===== config.mk =====
export PLATFORM = sky130hd
export DESIGN_NAME = ex_stage_flat
export DESIGN_NICKNAME = d
export VERILOG_FILES = /design/src/rtl/ex_stage_if.sv /design/src/rtl/ex_stage.sv /design/src/flat_wrapper.sv
export SDC_FILE = /design/constraint.sdc
export NUM_CORES = 1
export LEC_CHECK = 0
export ABC_AREA = 1
export CAP_MARGIN = 20
export CORE_MARGIN = 5
export CORE_UTILIZATION = 45
export DETAILED_ROUTE_END_ITERATION = 8
export GPL_TIMING_DRIVEN = 0
export PLACE_DENSITY = 0.65
export SYNTH_ARGS = -nofsm -noshare
export SYNTH_HDL_FRONTEND = slang
export SYNTH_SLANG_ARGS = --single-unit

===== constraint.sdc =====
create_clock -name clk -period 5.2 [get_ports clk]
set_clock_uncertainty 0.15 [all_clocks]
set_input_delay 1.3 -clock clk [delete_from_list [all_inputs] [get_ports clk]]
set_output_delay 1.3 -clock clk [all_outputs]
set_load 0.01 [all_outputs]

===== src/rtl/ex_stage_if.sv =====
// ID/EX -> EX -> EX/MEM boundary signals for the execute stage.
// master: the side presenting the ID/EX register (decode stage or bench).
// slave : the execute stage itself.
interface ex_stage_if;
    // ID/EX pipeline register contents
    logic [1:0]  WB_ctl_in;
    logic [3:0]  MEM_ctl_in;
    logic [1:0]  ALUop;
    logic        ALUsrc;
    logic        RegDst;
    logic [31:0] pc_in;
    logic [31:0] RD1_in;
    logic [31:0] RD2_in;
    logic [31:0] immed_exted_in;
    logic [4:0]  Rt_in;
    logic [4:0]  Rd_in;
    logic [4:0]  shamt_in;

    // EX/MEM pipeline register contents
    logic [1:0]  WB_ctl_out;
    logic [3:0]  MEM_ctl_out;
    logic [31:0] alu_result;
    logic [31:0] branch_target;
    logic        zero;
    logic [31:0] store_data;
    logic [4:0]  write_reg;

    // Front-of-pipeline hold request
    logic        stall;

    modport master (
        output WB_ctl_in, MEM_ctl_in, ALUop, ALUsrc, RegDst, pc_in,
               RD1_in, RD2_in, immed_exted_in, Rt_in, Rd_in, shamt_in,
        input  WB_ctl_out, MEM_ctl_out, alu_result, branch_target, zero,
               store_data, write_reg, stall
    );

    modport slave (
        input  WB_ctl_in, MEM_ctl_in, ALUop, ALUsrc, RegDst, pc_in,
               RD1_in, RD2_in, immed_exted_in, Rt_in, Rd_in, shamt_in,
        output WB_ctl_out, MEM_ctl_out, alu_result, branch_target, zero,
               store_data, write_reg, stall
    );
endinterface


===== src/rtl/ex_stage.sv =====
// Execute stage of the 5-stage MIPS pipeline.
// Computes ALU result, branch target and zero flag, registers them with the
// forwarded WB/MEM control bundles into EX/MEM. An iterative shift-add
// multiplier owns HI/LO and holds the front of the pipeline while it runs.
module ex_stage (
    input  logic        clk,
    input  logic        rst,
    ex_stage_if.slave   bus
);

    typedef enum logic [1:0] {
        MUL_IDLE = 2'd0,
        MUL_BUSY = 2'd1,
        MUL_DONE = 2'd2
    } mul_state_t;

    localparam logic [5:0] FUNCT_ADD   = 6'h20;
    localparam logic [5:0] FUNCT_SUB   = 6'h22;
    localparam logic [5:0] FUNCT_AND   = 6'h24;
    localparam logic [5:0] FUNCT_OR    = 6'h25;
    localparam logic [5:0] FUNCT_SLT   = 6'h2A;
    localparam logic [5:0] FUNCT_SLL   = 6'h00;
    localparam logic [5:0] FUNCT_SRL   = 6'h02;
    localparam logic [5:0] FUNCT_MULTU = 6'h19;
    localparam logic [5:0] FUNCT_MFHI  = 6'h10;
    localparam logic [5:0] FUNCT_MFLO  = 6'h12;

    // Multiplier state
    mul_state_t  mul_state_q;
    logic [4:0]  count_q;
    logic [63:0] acc_q;
    logic [63:0] mcand_q;
    logic [31:0] mplier_q;
    logic [31:0] hi_q;
    logic [31:0] lo_q;

    // EX/MEM register
    logic [1:0]  wb_ctl_q,        wb_ctl_d;
    logic [3:0]  mem_ctl_q,       mem_ctl_d;
    logic [31:0] alu_result_q,    alu_result_d;
    logic [31:0] branch_target_q, branch_target_d;
    logic        zero_q,          zero_d;
    logic [31:0] store_data_q,    store_data_d;
    logic [4:0]  write_reg_q,     write_reg_d;

    logic [5:0]  funct;
    logic        is_rtype;
    logic        multu_in;
    logic [31:0] operand_b;
    logic [31:0] alu_value;
    logic        stall;

    assign funct     = bus.immed_exted_in[5:0];
    assign is_rtype  = (bus.ALUop == 2'b10);
    assign multu_in  = is_rtype && (funct == FUNCT_MULTU);
    assign operand_b = bus.ALUsrc ? bus.immed_exted_in : bus.RD2_in;

    // Hold the front of the pipeline while a multu is being accepted or iterated.
    // In DONE the multu is allowed to leave ID/EX so it is not restarted.
    assign stall = ((mul_state_q == MUL_IDLE) && multu_in) || (mul_state_q == MUL_BUSY);

    // ALU: direct ops from ALUop, R-type ops decoded from funct
    always_comb begin
        alu_value = 32'd0;
        case (bus.ALUop)
            2'b01: alu_value = bus.RD1_in - operand_b;
            2'b10: begin
                case (funct)
                    FUNCT_ADD:  alu_value = bus.RD1_in + operand_b;
                    FUNCT_SUB:  alu_value = bus.RD1_in - operand_b;
                    FUNCT_AND:  alu_value = bus.RD1_in & operand_b;
                    FUNCT_OR:   alu_value = bus.RD1_in | operand_b;
                    FUNCT_SLT:  alu_value = ($signed(bus.RD1_in) < $signed(operand_b)) ? 32'd1 : 32'd0;
                    FUNCT_SLL:  alu_value = bus.RD2_in << bus.shamt_in;
                    FUNCT_SRL:  alu_value = bus.RD2_in >> bus.shamt_in;
                    FUNCT_MFHI: alu_value = hi_q;
                    FUNCT_MFLO: alu_value = lo_q;
                    default:    alu_value = 32'd0;
                endcase
            end
            default: alu_value = bus.RD1_in + operand_b;  // 00 and 11 both add
        endcase
    end

    // Multiplier FSM: accept, 32 shift-add steps, then commit product to HI/LO
    always_ff @(posedge clk) begin
        if (rst) begin
            mul_state_q <= MUL_IDLE;
            count_q     <= 5'd0;
            acc_q       <= 64'd0;
            mcand_q     <= 64'd0;
            mplier_q    <= 32'd0;
            hi_q        <= 32'd0;
            lo_q        <= 32'd0;
        end else begin
            case (mul_state_q)
                MUL_IDLE: begin
                    if (multu_in) begin
                        mcand_q     <= {32'd0, bus.RD1_in};
                        mplier_q    <= bus.RD2_in;
                        acc_q       <= 64'd0;
                        count_q     <= 5'd0;
                        mul_state_q <= MUL_BUSY;
                    end
                end
                MUL_BUSY: begin
                    if (mplier_q[0]) begin
                        acc_q <= acc_q + mcand_q;
                    end
                    mcand_q  <= {mcand_q[62:0], 1'b0};
                    mplier_q <= {1'b0, mplier_q[31:1]};
                    count_q  <= count_q + 5'd1;
                    if (count_q == 5'd31) begin
                        mul_state_q <= MUL_DONE;
                    end
                end
                MUL_DONE: begin
                    hi_q        <= acc_q[63:32];
                    lo_q        <= acc_q[31:0];
                    mul_state_q <= MUL_IDLE;
                end
                default: mul_state_q <= MUL_IDLE;
            endcase
        end
    end

    // Next EX/MEM contents: bubble while stalled, otherwise the current instruction
    always_comb begin
        wb_ctl_d        = wb_ctl_q;
        mem_ctl_d       = mem_ctl_q;
        alu_result_d    = alu_result_q;
        branch_target_d = branch_target_q;
        zero_d          = zero_q;
        store_data_d    = store_data_q;
        write_reg_d     = write_reg_q;
        if (stall) begin
            wb_ctl_d  = 2'b00;
            mem_ctl_d = 4'b0000;
        end else begin
            // multu writes no GPR, so its WB controls are suppressed on retire
            wb_ctl_d        = multu_in ? 2'b00 : bus.WB_ctl_in;
            mem_ctl_d       = bus.MEM_ctl_in;
            alu_result_d    = alu_value;
            branch_target_d = bus.pc_in + {bus.immed_exted_in[29:0], 2'b00};
            zero_d          = (alu_value == 32'd0);
            store_data_d    = bus.RD2_in;
            write_reg_d     = bus.RegDst ? bus.Rd_in : bus.Rt_in;
        end
    end

    // EX/MEM pipeline register
    always_ff @(posedge clk) begin
        if (rst) begin
            wb_ctl_q        <= 2'b00;
            mem_ctl_q       <= 4'b0000;
            alu_result_q    <= 32'd0;
            branch_target_q <= 32'd0;
            zero_q          <= 1'b0;
            store_data_q    <= 32'd0;
            write_reg_q     <= 5'd0;
        end else begin
            wb_ctl_q        <= wb_ctl_d;
            mem_ctl_q       <= mem_ctl_d;
            alu_result_q    <= alu_result_d;
            branch_target_q <= branch_target_d;
            zero_q          <= zero_d;
            store_data_q    <= store_data_d;
            write_reg_q     <= write_reg_d;
        end
    end

    assign bus.WB_ctl_out    = wb_ctl_q;
    assign bus.MEM_ctl_out   = mem_ctl_q;
    assign bus.alu_result    = alu_result_q;
    assign bus.branch_target = branch_target_q;
    assign bus.zero          = zero_q;
    assign bus.store_data    = store_data_q;
    assign bus.write_reg     = write_reg_q;
    assign bus.stall         = stall;

endmodule


===== src/flat_wrapper.sv =====
// flat-port wrapper written by rule: the top's interface ports become plain ports
module ex_stage_flat 
  (clk, rst, bus_WB_ctl_in, bus_MEM_ctl_in, bus_ALUop, bus_ALUsrc, bus_RegDst, bus_pc_in, bus_RD1_in, bus_RD2_in, bus_immed_exted_in, bus_Rt_in, bus_Rd_in, bus_shamt_in, bus_WB_ctl_out, bus_MEM_ctl_out, bus_alu_result, bus_branch_target, bus_zero, bus_store_data, bus_write_reg, bus_stall);
  ex_stage_if bus_i ();
  input  logic clk;
  input  logic rst;
  input wire logic [$bits(bus_i.WB_ctl_in)-1:0] bus_WB_ctl_in;
  input wire logic [$bits(bus_i.MEM_ctl_in)-1:0] bus_MEM_ctl_in;
  input wire logic [$bits(bus_i.ALUop)-1:0] bus_ALUop;
  input wire logic [$bits(bus_i.ALUsrc)-1:0] bus_ALUsrc;
  input wire logic [$bits(bus_i.RegDst)-1:0] bus_RegDst;
  input wire logic [$bits(bus_i.pc_in)-1:0] bus_pc_in;
  input wire logic [$bits(bus_i.RD1_in)-1:0] bus_RD1_in;
  input wire logic [$bits(bus_i.RD2_in)-1:0] bus_RD2_in;
  input wire logic [$bits(bus_i.immed_exted_in)-1:0] bus_immed_exted_in;
  input wire logic [$bits(bus_i.Rt_in)-1:0] bus_Rt_in;
  input wire logic [$bits(bus_i.Rd_in)-1:0] bus_Rd_in;
  input wire logic [$bits(bus_i.shamt_in)-1:0] bus_shamt_in;
  output wire logic [$bits(bus_i.WB_ctl_out)-1:0] bus_WB_ctl_out;
  output wire logic [$bits(bus_i.MEM_ctl_out)-1:0] bus_MEM_ctl_out;
  output wire logic [$bits(bus_i.alu_result)-1:0] bus_alu_result;
  output wire logic [$bits(bus_i.branch_target)-1:0] bus_branch_target;
  output wire logic [$bits(bus_i.zero)-1:0] bus_zero;
  output wire logic [$bits(bus_i.store_data)-1:0] bus_store_data;
  output wire logic [$bits(bus_i.write_reg)-1:0] bus_write_reg;
  output wire logic [$bits(bus_i.stall)-1:0] bus_stall;
  assign bus_i.WB_ctl_in = bus_WB_ctl_in;
  assign bus_i.MEM_ctl_in = bus_MEM_ctl_in;
  assign bus_i.ALUop = bus_ALUop;
  assign bus_i.ALUsrc = bus_ALUsrc;
  assign bus_i.RegDst = bus_RegDst;
  assign bus_i.pc_in = bus_pc_in;
  assign bus_i.RD1_in = bus_RD1_in;
  assign bus_i.RD2_in = bus_RD2_in;
  assign bus_i.immed_exted_in = bus_immed_exted_in;
  assign bus_i.Rt_in = bus_Rt_in;
  assign bus_i.Rd_in = bus_Rd_in;
  assign bus_i.shamt_in = bus_shamt_in;
  assign bus_WB_ctl_out = bus_i.WB_ctl_out;
  assign bus_MEM_ctl_out = bus_i.MEM_ctl_out;
  assign bus_alu_result = bus_i.alu_result;
  assign bus_branch_target = bus_i.branch_target;
  assign bus_zero = bus_i.zero;
  assign bus_store_data = bus_i.store_data;
  assign bus_write_reg = bus_i.write_reg;
  assign bus_stall = bus_i.stall;
  ex_stage u_core (.clk(clk), .rst(rst), .bus(bus_i));
endmodule

# Word-level counts from Yosys, hierarchy flattened

Index checks and enable logic that the tools add are counted.

Output and inout bits: 109
Bits in registers: 339
Logic and storage cells: 70
Input port bits: 155

Eq/ne operators: 17
Bitwise logic cells: 2
Reduce and logical (&&, ||, !) cells: 12
$lt $le $gt $ge: 1
Add/sub/neg operators: 5
Muxes and demuxes: 17
Shift operators: 2

Operators by type and width:

| operator                                                               | count |
|---|---|
| 32-bit case mux with 9 select lines                                    | 1 |
| 64-bit case mux with 2 select lines                                    | 2 |
| 64-bit two-way mux                                                     | 3 |
| 32-bit case mux with 2 select lines                                    | 2 |
| 32-bit adder                                                           | 2 |
| 64-bit adder                                                           | 1 |
| 32-bit two-way mux                                                     | 2 |
| 32-bit bitwise AND                                                     | 1 |
| 32-bit zero test                                                       | 1 |
| 32-bit less-than comparator                                            | 1 |
| 32-bit OR                                                              | 1 |
| 32-bit by 5-bit << shifter with 32-bit output                          | 1 |
| 32-bit by 5-bit >> shifter with 32-bit output                          | 1 |
| 32-bit subtractor                                                      | 1 |
| 6-bit equality test (second input constant)                            | 5 |
| 6-bit by 5-bit equality test with 1-bit output (second input constant) | 3 |
| 5-bit two-way mux                                                      | 2 |
| 5-bit case mux with 2 select lines                                     | 1 |
| 6-bit by 2-bit equality test with 1-bit output (second input constant) | 1 |
| 6-bit zero test                                                        | 1 |
| 5-bit by 1-bit adder with 5-bit output (second input constant)         | 1 |
| 5-bit equality test (second input constant)                            | 1 |
| 2-bit by 1-bit equality test with 1-bit output (second input constant) | 2 |
| 2-bit equality test (second input constant)                            | 2 |
| 13 further kinds                                                       | 17 |

# Depth between registers and ports, before layout

Depth in word-level cells: 6
Mapped depth: 27
Gate-level depth less buffers: 25

# Worst setup path after synthesis

Ideal clock, no wire load.

Path type: input -> register
Start point: in bus_ALUsrc
End point: reg u_core.zero_q (netlist: u_core.bus.zero)
Arrival time: 4.083 ns
Path buffers: 2
Setup time: 0.070 ns
Path slack: 0.897 ns
Stages: 24
Required time: 4.980 ns
Path through: clkbuf_1 -> clkbuf_1 -> nand2_1 -> o21ai_0 -> inv_1 -> ha_1 -> fa_1 -> nand2_1 -> nand3_1 -> nand2_1 -> inv_1 -> nand3_1 -> nand3_1 -> nand2_1 -> nand2_1 -> o21ai_0 -> nor2_1 -> a21oi_1 -> nand2_1 -> nor2_1 -> nand2_1 -> nor2_1 -> nand3_1 -> a21oi_1

Longest elaborated chain between the ends: 6
Elaborated cells between the ends (all ways): 10
Classes of those cells: add/sub: 2; order compare: 1; mux: 4; bitwise: 2; reduce/logical: 1

Ends and longest elaborated chain:

| element                                 | line               | RTL |
|---|---|---|
| start: declaration                      | flat_wrapper.sv:10 | `input wire logic [$bits(bus_i.ALUsrc)-1:0] bus_ALUsrc;` |
| 32-bit two-way mux (*)                  | ex_stage.sv:56     | `assign operand_b = bus.ALUsrc ? bus.immed_exted_in : bus.RD2_in;` |
| 32-bit less-than comparator             | ex_stage.sv:73     | `FUNCT_SLT: alu_value = ($signed(bus.RD1_in) < $signed(operand_b)) ? 32'd1 : 32'd0;` |
| 1-bit two-way mux                       | ex_stage.sv:73     |  |
| 32-bit case mux with 9 select lines     | ex_stage.sv:68     | `case (funct)` |
| 32-bit case mux with 2 select lines (*) | ex_stage.sv:65     | `case (bus.ALUop)` |
| 32-bit zero test (*)                    | ex_stage.sv:145    | `zero_d = (alu_value == 32'd0);` |
| end signal: assignment                  | ex_stage.sv:166    | `zero_q <= zero_d;` |
| end: declaration                        | ex_stage.sv:42     | `logic zero_q, zero_d;` |

Mark *: on every way between the ends. The rest lies on a longest branch, timed or not.
A chain may end at the register's enable or synchronous reset.

# Final worst setup path

Start point: in bus_RD2_in[17]
End point: reg u_core.zero_q (netlist: u_core.bus.zero)

Longest elaborated chain between the ends: 6
Elaborated cells between the ends (all ways): 12
Classes of those cells: add/sub: 2; order compare: 1; shift: 2; mux: 4; bitwise: 2; reduce/logical: 1

Ends and longest elaborated chain:

| element                                 | line               | RTL |
|---|---|---|
| start: declaration                      | flat_wrapper.sv:14 | `input wire logic [$bits(bus_i.RD2_in)-1:0] bus_RD2_in;` |
| 32-bit two-way mux                      | ex_stage.sv:56     |  |
| 32-bit less-than comparator             | ex_stage.sv:73     |  |
| 1-bit two-way mux                       | ex_stage.sv:73     |  |
| 32-bit case mux with 9 select lines     | ex_stage.sv:68     |  |
| 32-bit case mux with 2 select lines (*) | ex_stage.sv:65     |  |
| 32-bit zero test (*)                    | ex_stage.sv:145    |  |

Marks and branches as above.

==> flow_metrics.tcl <==
set metrics [dict create \
    outcome "finished, violations left" \
    violations "negative setup slack" \
    io_pins 264 \
    setup_viol 1 \
    seq_area_frac_synth_pct 24.24 \
    place_congestion 1.102 \
    grt_usage_pct 41.57 \
    yosysWarnings 0 \
    insertion_delay_ps 590 \
    wl_met1_um 58290 \
    wl_met2_um 62500 \
    cap_violations 0 \
    wl_um 147800 \
    numCtsBuffers 38 \
    place_area_mm2 0.03164 \
    timing.hold.ws_ps 310.2 \
    layout.nets 5340 \
    power_frac_clock_pct 37.9 \
    fp.dieArea_mm2 0.06731 \
    switching_power_w 0.002775 \
    area_growth_pct 18.18 \
    hpwl_um 120900 \
    final_util_pct 53.63 \
    seq_area_mm2 0.006787 \
    peakVddDrop_v 0.0002704 \
    cts_hold_buf 0 \
    drc_errors 0 \
    ant_nets 0 \
    hold_viol_final 0 \
    cts.path.max_buffers 3 \
    syn_inst 4687 \
    first_global_vias 31994 \
    syn_nets 5039 \
    cts.clk_slew.worst_paths_ps 70 \
    synth_ff_type "dfxtp_1" \
    routedWlPerCell_um 25.26 \
    switching_share_pct 34.62 \
    reg_top3 "u_core.acc_q x64, u_core.mcand_q x64" \
    topRoutingLayerUsed "met5" \
    worstMarginPinSlew_ps 1055 \
    die_w_um 259.5 \
    p_seq_share_pct 34.2 \
    antenna_found_initial 8 \
    start_util_pct 45.38 \
    period_needed_ps 5327 \
    pre_cts_ws_ps -1459 \
    netlist_area_mm2 0.02800 \
    rsz0062_at_grt "true" \
    drv_slew 0 \
    synth_edf_count 0 \
    synth_async_sr_flop_share_pct 0 \
    grt_pass1_wl_um 210100 \
    firstDrtPassIters 6 \
    drive_above_1_share_pct 3.991 \
    cellPowerDensity_mw_per_mm2 242.2 \
    drt-vias-per-instance 5.939 \
    io_buffers 257 \
    power.share.combinational_pct 27.8 \
    arrival_ps 5690 \
    drtIter0Drc 4547 \
    dr_total_vias 34748 \
    cp_max_fo 5 \
    critPathLaunchType "input pin" \
    chipHeight_um 259.5 \
    maxSlewHeadroom_pct 29.66 \
    core_area_mm2 0.06171 \
    multi_input_area_mm2 0.01826 \
    crit_type "in -> reg" \
    tritoncts "built" \
    layout_worst_path_cycle_share_pct 102.4 \
    cts_root_buffer "clkbuf_16" \
    end_kind "flop" \
    fillerInstances 6478 \
    hold_path_class "reg -> reg" \
    wl_met3_um 16590 \
    clock.fmax_mhz 187.7 \
    rows 91 \
    grt_overflow 0 \
    power.leakage_nw 15.54 \
    avgSynthCellArea_um2 5.974 \
    internal_power_w 0.005241 \
    worst_slack_ps -126.7 \
    synth-seq-cells 339 \
    required_ps 5560 \
    cts.sinks 339 \
    yosysUniqueCellTypes 51 \
    htreeDepth 2 \
    grt_max_degree 20 \
    design_area_mm2 0.03309 \
]
-- worst max-delay path, cell delays in order --
cell and delay (ps):
clkdlybuf4s50_1 750, o21ai_0 640, inv_1 90, ha_1 290, a21oi_1 300, o21ai_0 250, a21oi_1 410, nor2_1 80
nor2_1 150, nand3_1 90, nand2_1 70, nor2_1 40, a21oi_1 250, nand2_1 90, nor2_1 130, nand2_1 110
nor2_1 240, nand3_1 210, a21oi_1 160
-- final timing paths --
check	slack (ps)	from	cells after the start	endpoint
setup / recovery	-130	bus_RD2_in[17]	19	u_core.bus.zero
hold / removal	310	u_core.lo_q[22]	2	u_core.lo_q[22]
setup reg to reg	1550	u_core.mul_state_q[0]	11	u_core.acc_q[31]
hold reg to reg	310	u_core.lo_q[22]	2	u_core.lo_q[22]
-- power groups by stage --
stage                     combinational (W)  sequential (W)  clock [W]
after global placement              0.00213         0.00280          0
final                               0.00223         0.00275    0.00304
after floorplan                     0.00115         0.00283          0
after detailed placement            0.00213         0.00280          0
after global routing                0.00236         0.00275    0.00317
after CTS                           0.00214         0.00274    0.00305
-- cells in the mapped netlist (all sizes together) (5+ instances only) --
| master | n | area (µm²) |
|---|---|---|
| ha | 193 | 2415 |
| a31oi | 92 | 575.6 |
| o21bai | 17 | 127.6 |
| o211ai | 44 | 330.3 |
| nor2 | 437 | 1655 |
| xor2 | 31 | 271.5 |
| a21oi | 331 | 1657 |
| clkbuf | 144 | 540.5 |
| nand3 | 630 | 3163 |
| xnor2 | 10 | 87.58 |
| buf | 75 | 399.1 |
| nor4 | 7 | 43.79 |
| o21ai | 381 | 1907 |
| o21a | 10 | 75.07 |
| inv | 539 | 2023 |
| nand4 | 48 | 300.3 |
| nand3b | 7 | 52.55 |
| or2 | 32 | 200.2 |
| dfxtp | 339 | 6787 |
| nand2 | 1187 | 4476 |
| and3 | 5 | 31.28 |
| a21boi | 5 | 37.54 |
| o22ai | 33 | 206.5 |
| a21o | 17 | 127.6 |
| nor3 | 39 | 195.2 |
-- final cells by class --
class	count	share of cell area (%)
clock inverters	17	1.047
inverters	543	6.159
well taps	837	3.165
clock buffers	46	3.115
diodes	3	0.02269
repair buffers	262	7.932
multi-input cells	3586	55.17
flip-flops and latches	339	20.51
plain buffers	218	2.877
-- cells by family after synthesis --
kind of cell               after synthesis  share of synthesized area [%]
AOI/OAI and AO/OA                      949                          18.59
xor gates and xnor gates                41                          1.282
buffers and inverters                  762                          10.63
adders and majority gates              197                          8.910
muxes                                    4                         0.1430
and+or+nand+nor                       2395                          36.20
DFF                                    339                          24.24
-- repair_timing --
item | 4_1_cts | 5_1_grt
setup endpoints to repair | 2 | 2
pin swaps | 0 | 1
buffers inserted | 0 | 2
gates resized for setup | 12 | 34
hold endpoints to repair | 0 | 0
-- layer usage --
| metal | vias to the layer above | GRT usage (%) |
|---|---|---|
| met5 | - | 0 |
| met4 | 4 | 23.97 |
| met3 | 431 | 9.279 |
| met2 | 2074 | 63.45 |
| met1 | 16091 | 54.07 |
| li1 | 16148 | - |
-- stage by stage --
stage | cells | setup TNS, ps | total power [W]
finish | 5851 | -126.7 | 0.008017
global route | 5851 | -77.20 | 0.008283
global placement | 5781 | -13750 | 0.004932
detailed placement | 5783 | -4528 | 0.004927
floorplan | 4687 | 0 | 0.003979
CTS | 5845 | 0 | 0.007933
-- placed cells by master (no fill, tap or decap), drive strengths merged, types with 81 or more instances in the layout --
cell / synthesis / final
a21oi: 331 / 331
dfxtp: 339 / 339
buf: 75 / 81
ha: 193 / 193
nand2: 1187 / 1187
inv: 539 / 541
a31oi: 92 / 92
clkbuf: 144 / 189
o21ai: 381 / 381
nor2: 437 / 437
nand3: 630 / 630
clkdlybuf4s50: 0 / 251
Note: power is estimated with default switching activity, not from simulation.
